### config.mk
export PLATFORM = sky130hd
export DESIGN_NAME = shift_sequencer_flat
export DESIGN_NICKNAME = d
export VERILOG_FILES = /design/src/rtl/shift_pkg.sv /design/src/rtl/shift_sequencer_if.sv /design/src/rtl/shift_sequencer.sv /design/src/flat_wrapper.sv
export SDC_FILE = /design/constraint.sdc
export NUM_CORES = 1
export LEC_CHECK = 0
export ABC_AREA = 1
export BUFFER_PORTS_ARGS = -buffer_cell sky130_fd_sc_hd__buf_2
export CORE_MARGIN = 1.5
export CORE_UTILIZATION = 29
export DETAILED_ROUTE_END_ITERATION = 8
export GPL_TIMING_DRIVEN = 0
export SLEW_MARGIN = 20
export SYNTH_ARGS = -nofsm -noshare
export SYNTH_HDL_FRONTEND = slang
export SYNTH_SLANG_ARGS = --single-unit
### constraint.sdc
create_clock -name clk -period 1.9 [get_ports clk]
set_input_delay 0.57 -clock clk [delete_from_list [all_inputs] [get_ports clk]]
set_output_delay 0.57 -clock clk [all_outputs]
set_load 0.005 [all_outputs]
### src/rtl/shift_pkg.sv
// Shared types for the multi-cycle shift sequencer and its 1-bit shift stage.
package shift_pkg;

  typedef enum logic {SH_LOGICAL = 1'b0, SH_ARITH = 1'b1} shift_mode_t;

  typedef enum logic [1:0] {IDLE, SHIFT, DONE} seq_state_t;

  localparam int unsigned DEF_WIDTH = 16;

endpackage

### src/rtl/shift_sequencer_if.sv
// Request/response handshake bundle between a client and the shift sequencer.
interface shift_sequencer_if #(
  parameter int unsigned WIDTH = shift_pkg::DEF_WIDTH,
  parameter int unsigned AW    = $clog2(WIDTH) + 1
);

  logic             req_valid;
  logic             req_ready;
  logic [WIDTH-1:0] req_data;
  logic [AW-1:0]    req_amt;
  logic             req_mode;
  logic             rsp_valid;
  logic             rsp_ready;
  logic [WIDTH-1:0] rsp_data;

  modport master (
    output req_valid, req_data, req_amt, req_mode, rsp_ready,
    input  req_ready, rsp_valid, rsp_data
  );

  modport slave (
    input  req_valid, req_data, req_amt, req_mode, rsp_ready,
    output req_ready, rsp_valid, rsp_data
  );

endinterface

### src/rtl/shift_sequencer.sv
// Drives an external 1-bit-per-clock right-shift stage for cnt cycles, feeding its
// output back, to build arbitrary shift amounts; result returned on a valid/ready port.
module shift_sequencer
  import shift_pkg::*;
#(
  parameter int unsigned WIDTH = DEF_WIDTH,
  parameter int unsigned AW    = $clog2(WIDTH) + 1
) (
  input  logic                clk,
  input  logic                rst_n,
  shift_sequencer_if.slave    bus,
  output logic [WIDTH-1:0]    sh_in,
  output logic                sh_enable,
  output logic                sh_mode,
  input  logic [WIDTH-1:0]    sh_out,
  output logic                busy
);

  localparam int unsigned SAT_AMT = WIDTH;

  seq_state_t       state_q, state_d;
  logic [WIDTH-1:0] op_q, op_d;
  logic [AW-1:0]    cnt_q, cnt_d;
  shift_mode_t      mode_q, mode_d;
  logic             first_q, first_d;
  logic             zero_q, zero_d;

  // State and operation registers
  always_ff @(posedge clk or negedge rst_n) begin
    if (!rst_n) begin
      state_q <= IDLE;
      op_q    <= '0;
      cnt_q   <= '0;
      mode_q  <= SH_LOGICAL;
      first_q <= 1'b0;
      zero_q  <= 1'b0;
    end else begin
      state_q <= state_d;
      op_q    <= op_d;
      cnt_q   <= cnt_d;
      mode_q  <= mode_d;
      first_q <= first_d;
      zero_q  <= zero_d;
    end
  end

  // Next-state and output decode; outputs depend only on state/registers except sh_out feed-through
  always_comb begin
    state_d       = state_q;
    op_d          = op_q;
    cnt_d         = cnt_q;
    mode_d        = mode_q;
    first_d       = first_q;
    zero_d        = zero_q;
    bus.req_ready = 1'b0;
    bus.rsp_valid = 1'b0;
    bus.rsp_data  = '0;
    sh_in         = '0;
    sh_enable     = 1'b0;
    sh_mode       = 1'b0;
    busy          = 1'b1;

    case (state_q)
      IDLE: begin
        bus.req_ready = 1'b1;
        busy          = 1'b0;
        if (bus.req_valid) begin
          op_d    = bus.req_data;
          mode_d  = bus.req_mode ? SH_ARITH : SH_LOGICAL;
          // Amounts beyond WIDTH give the same result as WIDTH, so saturate the count
          cnt_d   = (bus.req_amt > AW'(SAT_AMT)) ? AW'(SAT_AMT) : bus.req_amt;
          first_d = 1'b1;
          zero_d  = (bus.req_amt == '0);
          state_d = (bus.req_amt == '0) ? DONE : SHIFT;
        end
      end

      SHIFT: begin
        sh_enable = 1'b1;
        sh_mode   = (mode_q == SH_ARITH);
        sh_in     = first_q ? op_q : sh_out;
        cnt_d     = cnt_q - AW'(1);
        first_d   = 1'b0;
        if (cnt_q == AW'(1)) begin
          state_d = DONE;
        end
      end

      DONE: begin
        bus.rsp_valid = 1'b1;
        // The stage holds its last result while enable is low
        bus.rsp_data  = zero_q ? op_q : sh_out;
        if (bus.rsp_ready) begin
          state_d = IDLE;
        end
      end

      default: begin
        state_d = IDLE;
      end
    endcase
  end

endmodule

### src/flat_wrapper.sv
// flat-port wrapper written by rule: the top's interface ports become plain ports
module shift_sequencer_flat import shift_pkg::*;
#(
  parameter int unsigned WIDTH = DEF_WIDTH,
  parameter int unsigned AW    = $clog2(WIDTH) + 1
)
  (clk, rst_n, sh_in, sh_enable, sh_mode, sh_out, busy, bus_req_valid, bus_req_data, bus_req_amt, bus_req_mode, bus_rsp_ready, bus_req_ready, bus_rsp_valid, bus_rsp_data);
  shift_sequencer_if #(.WIDTH(WIDTH), .AW(AW)) bus_i ();
  input  logic clk;
  input  logic rst_n;
  output logic [WIDTH-1:0] sh_in;
  output logic sh_enable;
  output logic sh_mode;
  input  logic [WIDTH-1:0] sh_out;
  output logic busy;
  input wire logic [$bits(bus_i.req_valid)-1:0] bus_req_valid;
  input wire logic [$bits(bus_i.req_data)-1:0] bus_req_data;
  input wire logic [$bits(bus_i.req_amt)-1:0] bus_req_amt;
  input wire logic [$bits(bus_i.req_mode)-1:0] bus_req_mode;
  input wire logic [$bits(bus_i.rsp_ready)-1:0] bus_rsp_ready;
  output wire logic [$bits(bus_i.req_ready)-1:0] bus_req_ready;
  output wire logic [$bits(bus_i.rsp_valid)-1:0] bus_rsp_valid;
  output wire logic [$bits(bus_i.rsp_data)-1:0] bus_rsp_data;
  assign bus_i.req_valid = bus_req_valid;
  assign bus_i.req_data = bus_req_data;
  assign bus_i.req_amt = bus_req_amt;
  assign bus_i.req_mode = bus_req_mode;
  assign bus_i.rsp_ready = bus_rsp_ready;
  assign bus_req_ready = bus_i.req_ready;
  assign bus_rsp_valid = bus_i.rsp_valid;
  assign bus_rsp_data = bus_i.rsp_data;
  shift_sequencer #(.WIDTH(WIDTH), .AW(AW)) u_core (.clk(clk), .rst_n(rst_n), .bus(bus_i), .sh_in(sh_in), .sh_enable(sh_enable), .sh_mode(sh_mode), .sh_out(sh_out), .busy(busy));
endmodule
# Yosys cells after proc, flatten, opt, wreduce, memory -nomap -nowiden
# Cells that the tools add are included.
# W data, S select, Z words.
# classes
n_addsub	1
magnitude_cmp	1
eq_ne	6
mux	20
n_reduce_logical	6
# op_table
op	count
$mux W16	4
$mux W5	2
$pmux W5 S2	1
$mux W2	4
$mux W1	7
$pmux W2 S3	1
$eq A5 B1 Y1 const B	1
$gt A5 B5 Y1 const B	1
$logic_not A5 Y1	1
$sub A5 B1 Y5 const B	1
$ne A2 B2 Y1 const B	2
$reduce_and A2 Y1	2
$reduce_and A3 Y1	1
$eq A2 B1 Y1 const B	1
$eq A2 B2 Y1 const B	1
$logic_not A2 Y1	1
$ne A2 B1 Y1 const B	1
$pmux W1 S2	1
$reduce_bool A2 Y1	1
# totals
register_bits	26
in_bits	42
elab_cells	40

# Logic depth before layout (Yosys ltp)
# Gate-level depths: netlist of the first run.
# depth
depth_word	4
mapped_depth	8
ltp_nobuf	7

# Worst setup path before layout of the first run
# OpenSTA, ideal clock, no wires.
# synth_path
kind	flip-flop to output port
from	reg u_core.state_q[1]
to	out sh_in[10]
arrival_time_ns	1.040
t_required_ns	1.330
slack_ns	0.290
stages_incl_launch_ff	6
n_path_buf	2
cell_sequence	dfrtp_1 > nor2_4 > inv_2 > buf_6 > buf_6 > a21oi_2
# synth_via
elab_chain_len	2
# synth_lines
element	line_no	text
start: declaration	shift_sequencer.sv:21	seq_state_t state_q, state_d;
start signal: assignment	shift_sequencer.sv:38	state_q <= state_d;
$eq A2 B1 Y1	shift_sequencer.sv:63	case (state_q)
$mux W16	shift_sequencer.sv:63	
end: declaration	flat_wrapper.sv:11	output logic [WIDTH-1:0] sh_in;
# No other way between the ends.

# Worst setup path in the final report of the first run
# layout_path
from	reg u_core.state_q[1]
to	out sh_in[6]
# Same word-level chain as after synthesis.

==> out/summary.md, run 1 <==
Final antenna diode count: 0. In this run, post-CTS hold repair placed 0 buffers. The checks that failed: setup timing. Setup repair after global routing could not meet its margin everywhere. For the total power, the log shows 4.09 mW. The floorplan step set the die height to 79.0 um. After floorplanning, the core was sized to cover 0.00554 sq mm. The run gives 3 as the number of CTS-inserted buffers. In the routed layout, each cell is associated on average with a via count of 4.62.

The tightest min-delay check is of the primary input to asynchronous set/reset pin type. The number of hold violations in the final report was 0. In the final layout, the share of cells above drive strength 1 is 43.6%. Sequential element share of the synthesized area: 38.8%. Across every metal layer, demand over resource in global routing totals 16.8%.

The run gives 23 as the number of distinct library cells after synthesis. The synthesized design contains 26 register bits. Of all cell types, the one taking the most synthesized area is dfrtp_1.

In the final routed layout, each cell accounts on average for 12.4 um. Counting every net in the synthesized netlist gives 295. After routing the design area is 0.00257 sq mm. The flow ran to the end, but the final reports show violations. Data on the critical path arrives at its endpoint at 1.37 ns. Sorting the synthesized cells by area gives the leading types as dfrtp_1, nand2_1, a21oi_1, a21oi_2, nand3_1. For the clock latency on the worst-skew pair, the log shows 0.28 ns.

The pin count of the biggest net entering global routing was 27. The number of global-route vias before repair was 1,795. Once detail routing completed, the nets flagged for antenna violations numbered 0. The wire length of the first global-routing pass was 8260 um. The cell with the most instances after synthesis was nand2_1. Each instance of the synthesized netlist takes up on average 6.67 sq um. The violation count after the first detailed-route iteration is 46. The finished layout holds 418 standard cells, fillers aside.

Counting cells, the worst reg-to-reg path comes to 7. The worst pin sits at a relative slew slack of 60.6%. After routing, the total negative slack on setup checks comes to -0.293 ns. The power density of the placed cells was 1590 mW/mm^2; the final worst-path cycle share was 102%. The number of buffers on the longest clock path is 2, and the placement row count is 27. In this run the cell area of the synthesized design comes to 0.00168 sq mm. The actual slew at the worst max-slew pin is 0.591 ns, and the placer's final routability congestion estimate is 0.739. Synthesis handed over a netlist of 251 instances.

For this block, the routed nets add up to 5170 um of wire. Compared with the post-synthesis result, the final layout area differs by 53.2%. For this design the static power due to leakage is 1.40 nW. The logs give 0.0101 ns for the largest clock skew in the final design and 30.2% for the initial core utilization. The tools report the endpoint type of the worst setup path as an output port. The run gives 0 as the number of slew-limit violations in the final report. Max-cap violations in this run came to 0. TritonCTS built the clock tree. The routed layout has 1,933 vias. The die outline width was 79.0 um; the number of filler instances in the final layout was 597. The cell chosen for the clock root was clkbuf_8.

For the number of antenna violations at the first check in global routing, the log shows 0. The run gives 0 as the total global routing overflow. The final critical path time including I/O delays and setup was 1.94 ns. The post-placement cell area is 0.00216 sq mm, and the layout net count is 391. The leading register cell type out of synthesis is dfrtp_1.

The tools report the final worst slack as -0.0356 ns. The type of origin of the critical path is a register. After detailed routing, the number of remaining DRC violations is 0. For the maximum clock frequency, the log shows 517 MHz. The number of placed I/O pins came out at 79.

The first-pass iteration count of the detailed router came out at 4. HPWL after detailed placement: 3640 um. The fraction of registers with async set or reset after synthesis is 100%, and the clock input transition at the sequential cells of the worst setup and hold paths is 0.10 ns. IR analysis of the VDD net gives a maximum drop of 674 uV. Summed over its instances, the top area cell type makes up 38.8% of the synthesized netlist area. Data on the critical path is required at its endpoint by 1.33 ns. The number of flops mapped to enable cells by yosys came out at 0. The number of instances in the placed design was 401; the count of clock tree sinks was 26. Along the worst path, the maximum fanout reaches 10. During synthesis, Yosys emitted a total of 0 warnings. The commonest cells after synthesis are nand2_1, dfrtp_1, a21oi_1, nand3_1. Type of the setup path with the least slack: register to output port. The tools report the CTS H-tree depth as 1.

During placement, the flow inserted port buffers numbering 78. The die covers 0.00624 sq mm. Setup violations remaining at the end of the flow were counted as 16.
per-stage QoR:
| step | worst slack, ns | utilization (%) | hold slack (ns) |
|---|---|---|---|
| floorplan | 0.290 | - | 0.274 |
| global placement | -0.0624 | 38.9 | 0.488 |
| detailed placement | -0.0619 | 38.9 | 0.493 |
| CTS | -0.0233 | 43.6 | 0.314 |
| global route | -0.0927 | 46.3 | 0.337 |
| finish | -0.0356 | 46.3 | 0.282 |
flip-flops by register name, indices dropped and copies added (netlist names):
register,flops
u_core.op_q,16
u_core.cnt_q,5
u_core.state_q,2
u_core.first_q,1
u_core.mode_q,1
u_core.zero_q,1
placed cells by master (no fill, tap or decap), drive strengths merged:
master / n
a21oi: 32
o21ai: 2
bufinv: 1
or2: 2
nand2: 135
inv: 13
buf: 103
o21a: 1
nand3: 13
nand4: 2
ha: 2
nor2: 9
dfrtp: 26
clkbuf: 4
clkinv: 1
final cells by class:
| cell class | instances | area [sq um] | area share [%] |
|---|---|---|---|
| clock buffer | 3 | 41.3 | 1.61 |
| tap | 72 | 90.1 | 3.51 |
| clock inverter | 1 | 30.0 | 1.17 |
| timing repair buffer | 92 | 548 | 21.3 |
| sequential | 26 | 651 | 25.3 |
| buffer | 12 | 141 | 5.51 |
| inverter | 14 | 70.1 | 2.73 |
| multi-input combinational | 198 | 996 | 38.8 |
routing by layer:
metal  vias up  wire length (um)  global-route usage (%)
met5         -                 0                       0
met4         0                53                    4.74
met3         6               288                    1.84
met2        63              2530                    29.1
met1       884              2290                    21.9
li1        980                 -                       -
where the power goes:
group	switching, mW	internal [mW]	leakage (nW)
Clock	0.186	0.282	0.0357
Sequential	0.208	0.822	0.321
Combinational	1.41	1.19	1.04
cells by family (layout without fill, tap and decap cells):
group	count (synthesis)	after routing	synth area share, %
simple gates	161	161	38.8
compound gates	35	35	12.6
flops	26	26	38.8
buf+inv	27	122	8.21
fa+ha+maj	2	2	1.49
critical path, cell delays in order, from the launching register on:
cell     delay (ns)
dfrtp_1        0.46
nor2_4         0.17
inv_6          0.08
buf_12         0.15
a21oi_2        0.10
buf_2          0.12
path summary, 6_finish.rpt:
check,start,end,slack (ns)
worst min register to register,u_core.op_q[5]$_DFFE_PN0P_,u_core.op_q[5]$_DFFE_PN0P_,0.52
worst max-delay path,u_core.state_q[1]$_DFFE_PN0P_,sh_in[6],-0.04
worst max register to register,u_core.state_q[1]$_DFFE_PN0P_,u_core.op_q[4]$_DFFE_PN0P_,0.53
max in group asynchronous,rst_n,u_core.op_q[9]$_DFFE_PN0P_,1.22
min in group clk,bus_req_data[5],u_core.op_q[5]$_DFFE_PN0P_,0.47
worst min-delay path,rst_n,u_core.op_q[5]$_DFFE_PN0P_,0.28
what timing repair did:
item / in CTS / in global routing
gates resized for setup: 29 / 32
cloned: 1 / 0
endpoints found under the setup margin: 34 / 33
pin swaps: 2 / 7
buffers inserted: 11 / 3
hold endpoints to repair: 0 / 0
Power figures use the tool's default switching activity.
==> run 2: changes to the inputs <==
BUFFER_PORTS_ARGS = default   (was -buffer_cell sky130_fd_sc_hd__buf_2)
DONT_BUFFER_PORTS = 1   (was default)
==> run 2 against run 1 <==
Effect of this change:
- the flow still finishes with violations (setup timing)
- routed wire length rose by 3.4%
- global-route usage rose by 0.17 points
- total power fell by 11%
- sequential power barely moved
- combinational power fell by 13%
- sequential share of layout area rose by 5.7 points
- clock skew fell by 0.0080 ns
- setup slack improved by 0.018 ns
- highest routed layer unchanged
- core utilization fell by 8.5 points
- critical endpoint is now sh_in[7]
- die area did not move
==> out/summary.md, run 2 (synthesis gave the netlist of run 1 again) <==
The die span in y is 79.0 um (unchanged), and the remaining design rule violation count is 0 (unchanged). The power density of the placed cells works out to 1740 mW/mm^2 (was 1590 mW/mm^2). The maximum ir drop on the vdd rail was 752 uV (was 674 uV); the max-capacitance violation count was 0 (unchanged).

The tools report the cell chosen for the clock root as clkbuf_8 (unchanged). The finished layout cell area was 0.00210 sq mm (was 0.00257 sq mm); the violation count after the first detailed-route iteration was 45 (was 46). The number of placed I/O pins is 79 (unchanged), and the total power is 3.66 mW (was 4.09 mW).

The initial core utilization came out at 30.2% (unchanged). Maximum net fanout on the critical path: 6 (was 10). The tools report the final worst slack as -0.0180 ns (was -0.0356 ns).

For the number of instances in the placed design, the log shows 323 (was 401). The largest clock skew in the final design was 0.00217 ns (was 0.0101 ns); the overall routed net length was 5340 um (was 5170 um). The number of antenna violations at the first check in global routing was 0 (unchanged).

The first-pass iteration count of the detailed router is 4 (unchanged), and the via total after detailed routing is 1,662 (was 1,933). The endpoint type of the worst setup path was an output port (unchanged). For the worst max-slew margin expressed relative to the limit, the log shows 81.6% (was 60.6%).

Failing checks: setup timing (unchanged). Chain of cells forming the critical path: inv_2 > nor2_4 > inv_6 > buf_16 > a21oi_4 (was nor2_4 > inv_6 > buf_12 > a21oi_2 > buf_2). The clock input transition at the sequential cells of the worst setup and hold paths is 0.10 ns (about the same), and the final critical path time including I/O delays and setup is 1.92 ns (was 1.94 ns). Post-detailed-route count of antenna-violating nets: 0 (unchanged). The most flop-heavy register was u_core.op_q (unchanged). Number of CTS-inserted buffers: 3 (unchanged).

The static leakage came out at 0.976 nW (was 1.40 nW). The number of vias per cell after detailed routing came out at 4.96 (was 4.62). The run gives 521 MHz (was 517 MHz) as the maximum clock frequency.

Type of origin of the critical path: a register (unchanged). For the wire length of the first global-routing pass, the log shows 7930 um (was 8260 um). The placer's final routability congestion estimate came out at 0.739 (about the same).

The run gives 0.00177 sq mm (was 0.00216 sq mm) as the post-placement cell area. The worst stage delay on the critical path was 0.38 ns (was 0.46 ns); the data required time of the critical path was 1.33 ns (about the same). The die outline width was 79.0 um (unchanged); the number of filler instances in the final layout was 598 (was 597).

For the global router's overall resource usage, the log shows 16.9% (was 16.8%). The tools report the data arrival time of the worst path as 1.35 ns (was 1.37 ns). The detailed-route wire length per cell came out at 15.9 um (was 12.4 um). The logs give 26 (unchanged) for the count of clock tree sinks and 1,552 (was 1,795) for the number of global-route vias before repair. The placement row count is 27 (unchanged).

The fraction of layout cells with a size suffix above 1 came out at 23.2% (was 43.6%). The leading cell type in the layout, fill and taps excluded is nand2_1 (unchanged). The run gives 0 (unchanged) as the final antenna diode count.

The final worst-path cycle share is 101% (was 102%). TritonCTS built the clock tree. Setup repair after global routing could not meet its margin everywhere.

The cell at the slowest stage of the critical path is dfrtp_1 (unchanged). The kind of path behind the tightest hold check was primary input to asynchronous set/reset pin (unchanged). Number of hold violations in the final report: 0 (unchanged).

The run finished, with violations left. The logs give 308 (was 391) for the layout net count and 27 (unchanged) for the pin count of the biggest net entering global routing. The overall die area is 0.00624 sq mm (unchanged). Leading cell types in the layout, fill and taps excluded: nand2_1, dfrtp_1, a21oi_2 (was nand2_1, buf_2, dfrtp_1). The count of input and output buffers was 0 (was 78); the total global routing overflow was 0 (unchanged). Type of the setup path with the least slack: register to output port (unchanged). The core box area is 0.00554 sq mm (unchanged), and the number of flip-flops under the largest register name is 16 (unchanged).

The HPWL after detailed placement was 3580 um (was 3640 um). The final setup violation count is 14 (was 16), and the non-filler instance count after layout is 335 (was 418). The CTS H-tree depth is 1 (unchanged), and the number of slew-limit violations in the final report is 0 (unchanged). The actual slew at the worst max-slew pin was 0.275 ns (was 0.591 ns). Largest registers ranked by flip-flop count: u_core.op_q x16, u_core.cnt_q x5, u_core.state_q x2 (unchanged).

The area growth from synthesis to layout was 25.2% (was 53.2%); the number of buffers on the longest clock path was 2 (unchanged). Clock latency on the worst-skew pair: 0.28 ns (about the same).
## run 2: critical path, delay by kind of cell, from the launching register on
kind / cells / cell delay [ns]
AO/OA/AOI/OAI: 1 / 0.12
buffers and inverters: 3 / 0.32
flip-flops: 1 / 0.38
AND/OR/NAND/NOR: 1 / 0.26
## run 2: final timing paths
kind,end,from,slack [ns],cells past startpoint
worst max-delay path,sh_in[7],u_core.state_q[0]$_DFFE_PN0P_,-0.02,5
worst min-delay path,u_core.state_q[1]$_DFFE_PN0P_,rst_n,0.10,1
worst max register to register,u_core.op_q[0]$_DFFE_PN0P_,u_core.state_q[1]$_DFFE_PN0P_,0.42,8
worst min register to register,u_core.op_q[2]$_DFFE_PN0P_,u_core.op_q[2]$_DFFE_PN0P_,0.52,2
max in group asynchronous,u_core.state_q[1]$_DFFE_PN0P_,rst_n,1.64,1
min in group clk,u_core.op_q[2]$_DFFE_PN0P_,bus_req_data[2],0.39,2
## run 2: per-stage QoR
step	hold WS (ns)	setup TNS (ns)	setup WS, ns	util (%)
after floorplan	0.274	0	0.290	-
after global placement	0.275	0	0.0196	31.9
after detailed placement	0.275	0	0.00963	31.9
after CTS	0.102	-0.237	-0.0255	37.1
after global routing	0.0937	-1.40	-0.0819	37.9
final	0.100	-0.127	-0.0180	37.9
## run 2: where the power goes
part	switching (mW)	internal (mW)	leakage, nW
Clock	0.194	0.186	0.0288
Combinational	1.39	0.859	0.628
Sequential	0.200	0.824	0.320
## run 2: repair_timing
| action | CTS | global route |
|---|---|---|
| hold buffers | 1 | 0 |
| gates cloned | 3 | 0 |
| pin swaps | 1 | 0 |
| setup endpoints to repair | 29 | 30 |
| endpoints found under the hold margin | 26 | 0 |
| gates resized for setup | 40 | 11 |
| setup buffers | 5 | 0 |
## run 2: final cells by class
| class | instances | area, sq um | area share [%] |
|---|---|---|---|
| Clock buffer | 4 | 55.1 | 2.63 |
| Buffer | 12 | 130 | 6.21 |
| Timing Repair inverter | 1 | 3.75 | 0.179 |
| Tap cell | 72 | 90.1 | 4.30 |
| Inverter | 14 | 67.6 | 3.22 |
| Timing Repair Buffer | 7 | 88.8 | 4.24 |
| Sequential cell | 26 | 652 | 31.1 |
| Multi-Input combinational cell | 199 | 1010 | 48.2 |
## run 2: metal layers
layer / part of all wire (%) / global-route usage [%]
met1: 46 / 21.1
met2: 49 / 29.9
met3: 4.0 / 2.76
met4: 0.99 / 4.91
met5: 0 / 0
==> run 3: changes to the inputs <==
ABC_AREA = default   (was 1)
==> run 3 against run 2 <==
Effect of this change:
- the run now ends clean
- maximum frequency up 2.7%
- setup slack improved by 0.051 ns
- clock skew hardly changed
- synthesized area increased by 2.1%
- final cell count decreased by 14%
- sequential power grew 5%
- global-route usage fell by 2.1 points
- clock-buffer cell count stayed put
- core utilization is 4.6 points higher
- register-to-register slack got worse by 0.14 ns
- largest power group unchanged
==> out/summary.md, run 3 <==
The logs give 245 (was 295) for the number of nets in the synthesized netlist and 59.1% (was 61.6%) for the share of power burned in combinational logic. The data arrival time of the worst path was 1.30 ns (was 1.35 ns). The remaining design rule violation count was 0 (unchanged). The data required time of the critical path is 1.33 ns (about the same), and the max-capacitance violation count is 0 (unchanged). The detailed-route wire length per cell works out to 17.0 um (was 15.9 um).

Final antenna diode count: 0 (unchanged). The tools report the HPWL after detailed placement as 3170 um (was 3580 um). Number of antenna violations at the first check in global routing: 0 (unchanged). The kind of path behind the tightest hold check was primary input to asynchronous set/reset pin (unchanged). The number of hold violations in the final report is 0 (unchanged). Commonest cells in the synthesized netlist: nand2_1, nor2_1, mux2i_1, dfrtp_1, buf_2 (was nand2_1, dfrtp_1, a21oi_1, nand3_1).

For the clock share of power, the log shows 10.5% (was 10.4%). The total global routing overflow was 0 (unchanged). The run gives 0.0443 ns (was 0.00963 ns) as the placement-stage worst setup slack. Chain of cells forming the critical path: buf_8 > clkbuf_16 > mux2i_4 > nor2_4 (was inv_2 > nor2_4 > inv_6 > buf_16 > a21oi_4).

The worst stage delay on the critical path was 0.40 ns (was 0.38 ns). The worst max-slew margin expressed relative to the limit is 67.6% (was 81.6%), and the final critical path time including I/O delays and setup is 1.87 ns (was 1.92 ns). The die outline width is 79.8 um (was 79.0 um), and the number of buffers on the longest clock path is 2 (unchanged).

The logs give 27 (unchanged) for the pin count of the biggest net entering global routing and 261 (was 308) for the layout net count. The number of distinct library cells after synthesis was 35 (was 23). The post-detailed-route count of antenna-violating nets was 0 (unchanged). The global router's overall resource usage is 14.8% (was 16.9%). Number of flip-flops under the largest register name: 16 (unchanged). The post-synthesis cell count came out at 201 (was 251).

Leading cell type in the layout, fill and taps excluded: nand2_1 (unchanged). Most flop-heavy register: u_core.op_q (unchanged). The cell at the slowest stage of the critical path is dfrtp_1 (unchanged). The final worst slack came out at 0.0330 ns (was -0.0180 ns). CTS H-tree depth: 1 (unchanged). The leading register cell type out of synthesis was dfrtp_1 (unchanged). The number of buffers and inverters on the critical path was 2 (was 3); the count of input and output buffers was 0 (unchanged). Maximum net fanout on the critical path: 5 (was 6). The clock input transition at the sequential cells of the worst setup and hold paths came out at 0.09 ns (was 0.10 ns). Average cell area after synthesis: 8.51 sq um (was 6.67 sq um).

The switching share of total power is 42.9% (was 48.9%), and the maximum ir drop on the vdd rail is 805 uV (was 752 uV). For the power dissipated by switching net loads, the log shows 1.51 mW (was 1.79 mW). The logs give 0 (unchanged) for the number of warning messages in the yosys log and 38.0% (was 38.8%) for the sequential element share of the synthesized area. Cell accounting for the most synthesized area: dfrtp_1 (unchanged). The maximum clock frequency came out at 536 MHz (was 521 MHz).

The logs give 0.790 (was 0.739) for the placer's final routability congestion estimate and 0.00172 ns (was 0.00217 ns) for the largest clock skew in the final design. Overall die area: 0.00637 sq mm (was 0.00624 sq mm). Area growth from synthesis to layout: 39.1% (was 25.2%). The wire length of the first global-routing pass is 7210 um (was 7930 um), and the die span in y is 79.8 um (was 79.0 um). TritonCTS built the clock tree. The fraction of registers with async set or reset after synthesis works out to 100% (unchanged). The number of filler instances in the final layout is 546 (was 598), and the overall routed net length is 4890 um (was 5340 um).

Number of vias per cell after detailed routing: 5.02 (was 4.96). Number of global-route vias before repair: 1,409 (was 1,552). The final worst-path cycle share was 98.3% (was 101%).

For the worst hold margin, the log shows 0.0988 ns (was 0.100 ns). The power density of the placed cells is 1480 mW/mm^2 (was 1740 mW/mm^2), and the internal power contribution is 2.01 mW (was 1.87 mW). The tools report the via total after detailed routing as 1,446 (was 1,662).

Leading cell types in the layout, fill and taps excluded: nand2_1, dfrtp_1, mux2i_1 (was nand2_1, dfrtp_1, a21oi_2). The type of the setup path with the least slack is register to output port (unchanged). For the number of slew-limit violations in the final report, the log shows 0 (unchanged). The cell with the most instances after synthesis is nand2_1 (unchanged).

The actual slew at the worst max-slew pin is 0.479 ns (was 0.275 ns). The run finished with clean final reports. Top post-synthesis cells by area: dfrtp_1, mux2i_1, nand2_1, nor2_1, buf_2 (was dfrtp_1, nand2_1, a21oi_1, a21oi_2, nand3_1). Largest registers ranked by flip-flop count: u_core.op_q x16, u_core.cnt_q x5, u_core.state_q x2 (unchanged). Count of clock tree sinks: 26 (unchanged). The fraction of layout cells with a size suffix above 1 is 31.0% (was 23.2%). The number of CTS-inserted buffers is 3 (unchanged), and the initial core utilization is 30.5% (was 30.2%). The top cell family by delay on the critical path was flip-flops (unchanged). First-pass iteration count of the detailed router: 4 (unchanged). The final setup violation count is 0 (was 14), and the area fraction of the dominant cell type after synthesis is 38.0% (was 38.8%). The number of flops mapped to enable cells by yosys is 0 (unchanged).

Number of placed I/O pins: 79 (unchanged). The flop and latch count out of synthesis is 26 (unchanged). The type of origin of the critical path was a register (unchanged). For the core box area, the log shows 0.00561 sq mm (was 0.00554 sq mm). The clock latency on the worst-skew pair came out at 0.27 ns (was 0.28 ns).

The endpoint type of the worst setup path was an output port (unchanged). The synthesized cell area was 0.00171 sq mm (was 0.00168 sq mm). The sequential power share was 30.4% (was 28.0%); the placement row count was 27 (unchanged).

The cell chosen for the clock root was clkbuf_8 (unchanged). The violation count after the first detailed-route iteration is 40 (was 45), and the static leakage is 1.04 nW (was 0.976 nW).
run 3: logic make-up (layout without fill, tap and decap cells):
logic type / count (synthesis) / after routing / synth area share [%]
and+or+nand+nor: 106 / 106 / 28.2
muxes: 33 / 33 / 19.4
DFF: 26 / 26 / 38.0
buffers and inverters: 20 / 35 / 6.80
AOI/OAI and AO/OA: 14 / 14 / 6.07
adders and majority gates: 2 / 2 / 1.46
run 3: power by group through the flow:
| stage | combinational [mW] | sequential, mW | clock (mW) |
|---|---|---|---|
| finish | 2.08 | 1.07 | 0.370 |
| global route | 2.28 | 1.11 | 0.404 |
| CTS | 1.89 | 1.02 | 0.389 |
| detailed placement | 1.41 | 1.03 | 0 |
| global placement | 1.39 | 1.02 | 0 |
| floorplan | 1.15 | 0.970 | 0 |
run 3: what timing repair did:
action	in CTS	in global routing
buffers inserted	5	4
hold buffers	1	0
resized for setup	60	28
cloned	1	2
endpoints found under the hold margin	26	0
setup endpoints to repair	35	26
pin swaps	8	1
run 3: through the flow:
stage | instances | setup TNS (ns) | instance area (sq um) | util [%] | power [mW]
after floorplan | 201 | 0 | 1710 | - | 2.12
after global placement | 273 | 0 | 1800 | 32.1 | 2.41
after detailed placement | 273 | 0 | 1800 | 32.1 | 2.44
after CTS | 284 | -0.00297 | 2160 | 38.6 | 3.30
after global routing | 288 | -0.0232 | 2380 | 42.4 | 3.80
final | 288 | 0 | 2380 | 42.4 | 3.52
run 3: metal layers:
metal / vias up / track usage (%) / wire length [um]
met2: 58 / 25.8 / 2350
met1: 687 / 18.9 / 2190
met5: - / 0 / 0
li1: 699 / - / -
met4: 0 / 1.55 / 17
met3: 2 / 4.00 / 328
run 3: worst paths after layout:
path,cells after the start,slack [ns],start,end
max,4,0.03,u_core.zero_q$_DFFE_PN0P_,bus_rsp_data[7]
min,1,0.1,rst_n,u_core.cnt_q[3]$_DFFE_PN0P_
max reg2reg,4,0.28,u_core.state_q[0]$_DFFE_PN0P_,u_core.zero_q$_DFFE_PN0P_
min reg2reg,2,0.50,u_core.mode_q$_DFFE_PN0P_,u_core.mode_q$_DFFE_PN0P_
max in group asynchronous,1,1.65,rst_n,u_core.op_q[6]$_DFFE_PN0P_
min in group clk,2,0.40,bus_req_data[1],u_core.op_q[1]$_DFFE_PN0P_
run 3: layout make-up:
class	count	area [sq um]	share of cell area, %
Sequential cell	26	651	27.4
Tap cell	72	90.1	3.79
Buffer	11	148	6.21
Inverter	7	28.8	1.21
Timing Repair Buffer	13	190	8.00
Multi-Input combinational cell	155	1220	51.1
Clock buffer	4	55.1	2.31
